--- src/rtl/mem_arbiter_pkg.sv ---
// Shared widths, FSM state encoding and the per-channel request bundle for mem_arbiter_n.
// Round-robin arbitration is selected with MEM_ARBITER_ROUND_ROBIN_EN.
package mem_arbiter_pkg;

    localparam int MEM_NUM_CHANNELS = 3;
    localparam int MEM_ADDR_WIDTH   = 19;
    localparam int MEM_DATA_WIDTH   = 16;
    localparam int MEM_BSEL_WIDTH   = MEM_DATA_WIDTH / 8;

    typedef enum logic {
        ST_IDLE    = 1'b0,
        ST_GRANTED = 1'b1
    } arb_state_t;

    typedef struct packed {
        logic [MEM_ADDR_WIDTH:1]   addr;
        logic [MEM_DATA_WIDTH-1:0] data;
        logic                      wr_en;
        logic [MEM_BSEL_WIDTH-1:0] bytesel;
        logic                      access;
        logic                      lock;
    } mem_req_t;

endpackage

--- src/rtl/mem_arbiter_pick.sv ---
// Combinational request picker: fixed priority (lowest index wins) or round-robin
// starting one past ptr. Shared by the memory and IO arbiters.
module mem_arbiter_pick #(
    parameter int NUM_REQ     = 3,
    parameter bit ROUND_ROBIN = 1'b0,
    localparam int IDX_WIDTH  = $clog2(NUM_REQ)
) (
    input  logic [NUM_REQ-1:0]   req,
    input  logic [IDX_WIDTH-1:0] ptr,
    output logic                 valid,
    output logic [IDX_WIDTH-1:0] idx
);

    if (ROUND_ROBIN) begin : g_rr
        int cand;
        always_comb begin
            valid = 1'b0;
            idx   = '0;
            cand  = 0;
            for (int k = 1; k <= NUM_REQ; k++) begin
                cand = (int'(ptr) + k) % NUM_REQ;
                if (!valid && req[cand]) begin
                    valid = 1'b1;
                    idx   = IDX_WIDTH'(cand);
                end
            end
        end
    end else begin : g_fixed
        logic unused_ptr;
        assign unused_ptr = ^ptr;
        // Scan downward so the lowest requesting index is the last writer.
        always_comb begin
            valid = 1'b0;
            idx   = '0;
            for (int k = NUM_REQ - 1; k >= 0; k--) begin
                if (req[k]) begin
                    valid = 1'b1;
                    idx   = IDX_WIDTH'(k);
                end
            end
        end
    end

endmodule

--- src/rtl/mem_arbiter_n.sv ---
// N-channel memory bus arbiter with locked multi-transfer ownership onto one downstream port.
// Define MEM_ARBITER_ROUND_ROBIN_EN for round-robin fairness; default is fixed priority.
module mem_arbiter_n
    import mem_arbiter_pkg::*;
#(
    parameter int NUM_CHANNELS = MEM_NUM_CHANNELS,
    parameter int ADDR_WIDTH   = MEM_ADDR_WIDTH,
    parameter int DATA_WIDTH   = MEM_DATA_WIDTH,
    localparam int BSEL_WIDTH  = DATA_WIDTH / 8,
    localparam int IDX_WIDTH   = $clog2(NUM_CHANNELS)
) (
    input  logic                                    clk,
    input  logic                                    reset,
    input  logic [NUM_CHANNELS-1:0][ADDR_WIDTH:1]   ch_m_addr,
    input  logic [NUM_CHANNELS-1:0][DATA_WIDTH-1:0] ch_m_data_out,
    output logic [DATA_WIDTH-1:0]                   ch_m_data_in,
    input  logic [NUM_CHANNELS-1:0]                 ch_m_access,
    input  logic [NUM_CHANNELS-1:0]                 ch_m_wr_en,
    input  logic [NUM_CHANNELS-1:0][BSEL_WIDTH-1:0] ch_m_bytesel,
    input  logic [NUM_CHANNELS-1:0]                 ch_m_lock,
    output logic [NUM_CHANNELS-1:0]                 ch_m_ack,
    output logic [ADDR_WIDTH:1]                     q_m_addr,
    input  logic [DATA_WIDTH-1:0]                   q_m_data_in,
    output logic [DATA_WIDTH-1:0]                   q_m_data_out,
    output logic                                    q_m_access,
    input  logic                                    q_m_ack,
    output logic                                    q_m_wr_en,
    output logic [BSEL_WIDTH-1:0]                   q_m_bytesel,
    output logic [IDX_WIDTH-1:0]                    grant_owner
);

`ifdef MEM_ARBITER_ROUND_ROBIN_EN
    localparam bit ROUND_ROBIN = 1'b1;
`else
    localparam bit ROUND_ROBIN = 1'b0;
`endif

    arb_state_t           state, state_next;
    logic [IDX_WIDTH-1:0] owner, owner_next;
    logic [IDX_WIDTH-1:0] rr_ptr;
    logic [IDX_WIDTH-1:0] win_idx;
    logic [IDX_WIDTH-1:0] sel;
    logic                 win_valid;
    logic                 grant_active;
    logic                 drive;
    mem_req_t             sel_req;

    mem_arbiter_pick #(
        .NUM_REQ     (NUM_CHANNELS),
        .ROUND_ROBIN (ROUND_ROBIN)
    ) u_pick (
        .req   (ch_m_access),
        .ptr   (rr_ptr),
        .valid (win_valid),
        .idx   (win_idx)
    );

    always_ff @(posedge clk or posedge reset) begin
        if (reset) begin
            state <= ST_IDLE;
            owner <= '0;
        end else begin
            state <= state_next;
            owner <= owner_next;
        end
    end

    // A same-cycle ack on an idle request completes without taking ownership unless locked.
    always_comb begin
        state_next = state;
        owner_next = owner;
        case (state)
            ST_IDLE: begin
                if (win_valid && (!q_m_ack || ch_m_lock[win_idx])) begin
                    state_next = ST_GRANTED;
                    owner_next = win_idx;
                end
            end
            ST_GRANTED: begin
                if (!ch_m_lock[owner] && (q_m_ack || !ch_m_access[owner])) begin
                    state_next = ST_IDLE;
                end
            end
            default: state_next = ST_IDLE;
        endcase
    end

`ifdef MEM_ARBITER_ROUND_ROBIN_EN
    always_ff @(posedge clk or posedge reset) begin
        if (reset) begin
            rr_ptr <= '0;
        end else if (grant_active && !ch_m_lock[owner] && (q_m_ack || !ch_m_access[owner])) begin
            rr_ptr <= owner;
        end else if (!grant_active && win_valid && q_m_ack && !ch_m_lock[win_idx]) begin
            rr_ptr <= win_idx;
        end
    end
`else
    assign rr_ptr = '0;
`endif

    assign grant_active = (state == ST_GRANTED);
    assign sel          = grant_active ? owner : win_idx;
    assign drive        = grant_active || win_valid;
    assign grant_owner  = sel;
    assign ch_m_data_in = q_m_data_in;

    always_comb begin
        sel_req.addr    = ch_m_addr[sel];
        sel_req.data    = ch_m_data_out[sel];
        sel_req.wr_en   = ch_m_wr_en[sel];
        sel_req.bytesel = ch_m_bytesel[sel];
        sel_req.access  = ch_m_access[sel];
        sel_req.lock    = ch_m_lock[sel];
    end

    // A locked owner with access low keeps the bus but presents no request.
    assign q_m_access   = drive && sel_req.access;
    assign q_m_wr_en    = drive && sel_req.wr_en;
    assign q_m_addr     = drive ? sel_req.addr : '0;
    assign q_m_data_out = drive ? sel_req.data : '0;
    assign q_m_bytesel  = drive ? sel_req.bytesel : '1;

    logic unused_sel_lock;
    assign unused_sel_lock = sel_req.lock;

    always_comb begin
        ch_m_ack = '0;
        for (int i = 0; i < NUM_CHANNELS; i++) begin
            ch_m_ack[i] = q_m_ack && (IDX_WIDTH'(i) == sel) && (grant_active || ch_m_access[i]);
        end
    end

endmodule
--- config.mk ---
export PLATFORM = sky130hd
export DESIGN_NAME = mem_arbiter_n
export DESIGN_NICKNAME = d
export VERILOG_FILES = /design/src/rtl/mem_arbiter_pkg.sv /design/src/rtl/mem_arbiter_pick.sv /design/src/rtl/mem_arbiter_n.sv
export SDC_FILE = /design/constraint.sdc
export NUM_CORES = 1
export LEC_CHECK = 0
export ABC_AREA = 1
export BUFFER_PORTS_ARGS = -buffer_cell sky130_fd_sc_hd__buf_2
export CAP_MARGIN = 20
export CORE_MARGIN = 3
export CORE_UTILIZATION = 25
export DETAILED_ROUTE_END_ITERATION = 7
export GPL_TIMING_DRIVEN = 0
export HOLD_SLACK_MARGIN = 0.03
export SLEW_MARGIN = 20
export SYNTH_ARGS = -nofsm -noshare
export SYNTH_HDL_FRONTEND = slang
export SYNTH_SLANG_ARGS = --single-unit
--- constraint.sdc ---
create_clock -name clk -period 2.6 [get_ports clk]
set_input_delay 0.26 -clock clk [delete_from_list [all_inputs] [get_ports clk]]
set_output_delay 0.26 -clock clk [all_outputs]
set_load 0.02 [all_outputs]
Yosys cells after proc, flatten, opt, wreduce, memory -nomap -nowiden
Cells that the tools add are included.
- register bits: 3
- bits of input ports: 139
- output and inout port bits: 60
- word-level logic and storage cells: 58
- $lt $le $gt $ge: 3
- eq/ne operators: 2
- mux-type cells: 29
- bitwise gates (word level): 1
- reductions and logical operators: 21
- operator list (kind ; count):
    binary-select mux 19 bit (select 2 bit) ; 1
    2-to-1 mux 19 bit ; 2
    binary-select mux 16 bit (select 2 bit) ; 1
    2-to-1 mux 16 bit ; 2
    2-to-1 mux 2 bit ; 6
    binary-select mux 1 bit (select 2 bit) ; 5
    logical AND 1 bit ; 10
    2-to-1 mux 1 bit ; 10
    less-than comparator 2 x 3 -> 1 bit (second input constant) ; 3
    logical OR 1 bit ; 6
    binary-select mux 2 bit (select 2 bit) ; 1
    zero test 1 bit ; 3
    equality test 1 x 2 -> 1 bit (first input constant) ; 1
    equality test 2 bit (first input constant) ; 1
    zero test 2 bit ; 1
    one-hot mux 1 bit (2 select lines) ; 1
    AND reduction 2 bit ; 1
    NOT 1 bit ; 1

Longest topological paths before layout
- depth in word-level cells: 9
- gate-level depth with buffers: 9
- depth with buffers taken out: 8

By module
Synthesis repeated with hierarchy kept, for this count alone.
- cells, all modules: 350
- area total of the unflattened synthesis: 1786.7 sq um
- modules (own cells, without submodules) (module ; instances ; cells each ; area an instance (sq um) ; sequential area each (sq um)):
    mem_arbiter_n ; 1 ; 343 ; 1755.4 ; 75.1
    mem_arbiter_pick ; 1 ; 7 ; 31.3 ; 0.0

Least setup slack after synthesis
Ideal clock, no wire load.
- path type: reg2out
- start point: register state (netlist: grant_active)
- end point: output q_m_data_out[11]
- data arrival time: 1456 ps
- required time: 2340 ps
- slack: 884 ps
- cell stages (with the launch flop): 7
- buffers on the path: 1
- cells stage by stage: dfrtp_1 -> inv_2 -> nand3_2 -> nand2_2 -> buf_2 -> nand3_1 -> a21oi_1
- longest elaborated chain between the ends: 4
- elaborated cells on any way between the ends: 5
- those cells by class: 4 x mux; 1 x reduce/logical
- ends and longest elaborated chain (item ; line ; text):
    start: declaration ; mem_arbiter_n.sv:38 ; arb_state_t state, state_next;
    start signal: assignment ; mem_arbiter_n.sv:63 ; state <= state_next;
    2-to-1 mux 2 bit ; mem_arbiter_n.sv:103 ; assign sel = grant_active ? owner : win_idx;
    named net grant_owner[1] ; mem_arbiter_n.sv:29 ; output logic [IDX_WIDTH-1:0] grant_owner
    binary-select mux 16 bit (select 2 bit) ; mem_arbiter_n.sv:110 ; sel_req.data = ch_m_data_out[sel];
    2-to-1 mux 16 bit (implied by the code) ; mem_arbiter_n.sv:110 ;
    2-to-1 mux 16 bit ; mem_arbiter_n.sv:121 ; assign q_m_data_out = drive ? sel_req.data : '0;
    end: declaration ; mem_arbiter_n.sv:24 ; output logic [DATA_WIDTH-1:0] q_m_data_out,
The timed path passes the listed nets, and every way through them passes these cells. The select of a mux whose other input is x is not followed.

Worst setup path in the final report
- start point: register state (netlist: grant_active)
- end point: output q_m_addr[18] in the netlist's numbering
- longest elaborated chain between the ends: 4
- elaborated cells on any way between the ends: 5
- those cells by class: 4 x mux; 1 x reduce/logical
- ends and longest elaborated chain (item ; line ; text):
    2-to-1 mux 2 bit ; mem_arbiter_n.sv:103 ;
    binary-select mux 19 bit (select 2 bit) ; mem_arbiter_n.sv:109 ; sel_req.addr = ch_m_addr[sel];
    2-to-1 mux 19 bit (implied by the code) ; mem_arbiter_n.sv:109 ;
    2-to-1 mux 19 bit (*) ; mem_arbiter_n.sv:120 ; assign q_m_addr = drive ? sel_req.addr : '0;
    end: declaration ; mem_arbiter_n.sv:22 ; output logic [ADDR_WIDTH:1] q_m_addr,
Mark *: on every way between the ends. The rest lies on a longest branch, timed or not. The select of a mux whose other input is x is not followed.

==> insert_results.sql <==
INSERT INTO impl_metrics (metric_group, metric, value, unit) VALUES
('floorplan', 'initial_utilization', '26.26', '%'),
('timing', 'setup-violations-final', '0', ''),
('route', 'route.top_layer_used', 'met4', ''),
('min_path', 'min-delay-start', 'ch_m_lock[0]', ''),
('finish', 'drive_gt1_share', '46.33', '%'),
('cts', 'tritoncts', 'built', ''),
('timing', 'slew_headroom', '75.81', '%'),
('setup_path', 'crit_path_start_kind', 'flip-flop', ''),
('synth', 'synth_warnings', '0', ''),
('setup_path', 'required', '2.34', 'ns'),
('timing', 'hold_violations', '0', ''),
('setup_path', 'critical-path-slowest-cell', 'dfrtp_1', ''),
('route', 'met1_routed_wirelength_after_detailed_routing', '3284', 'um'),
('setup_path', 'timing.reg2reg.setup_slack', '1.63', 'ns'),
('run_status', 'outcome', 'complete, no violations', ''),
('synth', 'yosysUniqueCellTypes', '18', ''),
('finish', 'syn2layout_area_growth', '62.00', '%'),
('synth', 'synth_async_sr_flop_share', '100.0', '%'),
('global_routing', 'groute.usage.overall', '18.34', '%'),
('placed_design', 'global_placer_s_final_weighted_congestion', '0.9251', ''),
('timing', 'hold_slack', '0.3871', 'ns'),
('synth', 'post_synth_inst_count', '332', ''),
('route', 'detail_route.wl_per_cell', '13.54', 'um'),
('placed_design', 'half_perimeter_wire_length_of_the_detailed_placement_result', '6602', 'um'),
('timing', 'timing.final.max_slew_violations', '0', ''),
('global_routing', 'grt.overflow.total', '0', ''),
('finish', 'insertedDiodeCount', '0', ''),
('cts', 'h-tree-depth', '1', ''),
('min_path', 'worst_hold_path_type', 'in2reg', ''),
('synth', 'sequential_to_total_area_share_from_yosys_stat', '4.402', '%'),
('setup_path', 'worstSetupEndpointType', 'primary output', ''),
('global_routing', 'grt_pass1_vias', '2595', ''),
('setup_path', 'worstPathCellList', 'nand2_1 > buf_2 > nand3_1 > nand2_1 > nand2_1 > a21oi_1 > buf_2', ''),
('timing', 'max_freq', '457.2', 'MHz'),
('finish', 'stdcell_count', '595', ''),
('pwr', 'vdd.ir_drop.worst', '487.2', 'uV'),
('cts', 'cts.clk_slew.worst_paths', '0.03', 'ns'),
('setup_path', 'worst_ep_arrival', '1.93', 'ns'),
('timing', 'setup_total_negative_slack', '0', 'ns'),
('route', 'vias', '2875', ''),
('finish', 'layout.nets', '658', ''),
('min_path', 'hold_depth', '5', ''),
('setup_path', 'critical_path_class', 'reg2out', ''),
('setup_path', 'critical-path-max-stage-delay', '0.45', 'ns'),
('synth', 'synth_edf_count', '0', ''),
('synth', 'synth_commonest_cells', '121 x nand3_1, 98 x nand2_1, 37 x a21oi_1, 22 x buf_4, 18 x buf_2', ''),
('route', 'initialDrtViolationCount', '93', ''),
('setup_path', 'critPathMostFrequentCell', 'nand2_1', ''),
('setup_path', 'crit_start', 'grant_active', ''),
('floorplan', 'die_width', '88.59', 'um'),
('global_routing', 'pin_count_of_the_biggest_net_entering_global_routing', '11', ''),
('cts', 'worst_skew_pair.late_latency', '0.21', 'ns'),
('route', 'drc_errors_left', '0', ''),
('synth', 'postSynthAreaPerCell', '5.137', 'um2'),
('timing', 'tightestPinTransition', '0.3620', 'ns'),
('floorplan', 'ioPinCount', '199', ''),
('cts', 'clock_sink_count', '3', ''),
('placed_design', 'io_buffers', '181', ''),
('route', 'viasPerCell', '4.832', ''),
('route', 'routed_wire_length', '8056', 'um'),
('floorplan', 'area_of_the_die', '0.007848', 'mm2'),
('synth', 'yosys-top-cells-area', 'nand3_1 36%, nand2_1 22%, a21oi_1 11%', ''),
('setup_path', 'cp.buffers_inverters', '2', ''),
('timing', 'clock-skew-final', '0.001319', 'ns'),
('cts', 'max_root_sink_buffers', '2', ''),
('route', 'iteration_count_of_the_initial_detailed_routing_pass', '4', ''),
('route', 'wl_met2', '4186', 'um'),
('cts', 'clk_root_buffer_cell', 'clkbuf_8', ''),
('finish', 'final_util', '42.54', '%'),
('synth', 'synth_top_cell_area_share', '35.51', '%'),
('cts', 'tritoncts.num_buffers', '3', '');
## report_power, final
part           switching (W)  leakage (nW)  internal, W
logic                0.00169          1.65     0.000912
clock network      0.0000278        0.0228     0.000104
registers          0.0000329        0.0379    0.0000673
total                0.00175          1.71      0.00108
## layout make-up
type | instances | area (um2) | share of cell area [%]
inverter | 12 | 45.04 | 1.630
multi-input combinational | 273 | 1285 | 46.51
tap | 77 | 96.34 | 3.487
clock buffer | 4 | 45.04 | 1.630
sequential | 3 | 75.07 | 2.717
timing repair buffer | 182 | 915.9 | 33.15
buffer | 44 | 300.3 | 10.87
## metal layers
layer / vias up / global-route usage [%]
met5: - / 0
met4: 0 / 3.022
met3: 4 / 1.117
met2: 119 / 35.42
met1: 1266 / 22.41
li1: 1486 / -
## metrics by stage
step	instance area (um2)	power [W]
final	2763	0.002834
after global routing	2763	0.003118
after CTS	2763	0.002850
after detailed placement	2708	0.002707
after global placement	2708	0.002697
after floorplan	1705	0.001925
## worst max path at each step
stage / cells after the start / to
detailed placement: 7 / q_m_addr[18]
global placement: 7 / q_m_addr[18]
CTS: 7 / q_m_addr[18]
finish: 7 / q_m_addr[18]
floorplan: 6 / q_m_data_out[11]
global route: 7 / q_m_addr[18]
## tightest hold or removal path, delay by kind of cell
kind | cells | cell delay, ns
buf+inv | 1 | 0.09
simple gates | 4 | 0.21
## cells by family (layout without fill, tap and decap cells)
| group | after synthesis | after routing | synth area share (%) |
|---|---|---|---|
| compound gates | 40 | 40 | 11.81 |
| buf+inv | 56 | 242 | 20.25 |
| flops | 3 | 3 | 4.402 |
| simple gates | 233 | 233 | 63.54 |
## cell usage in the layout (no fill, tap or decap), drive strengths merged
cell	Yosys	final
buf	44	225
nand2	103	103
nor2	2	2
dfrtp	3	3
dlygate4sd3	0	1
clkbuf	0	4
o21ai	2	2
inv	12	12
a21oi	37	37
a31oi	1	1
nand3	123	123
nor3	5	5
## timing repair
item | in CTS | in global routing
endpoints found under the hold margin | 3 | 0
hold buffers | 1 | 0
resized for setup | 0 | 0
## flip-flops by register name (all words and copies together), names as in the netlist
register and count:
grant_active 1, owner 2
Power figures use the tool's default switching activity.
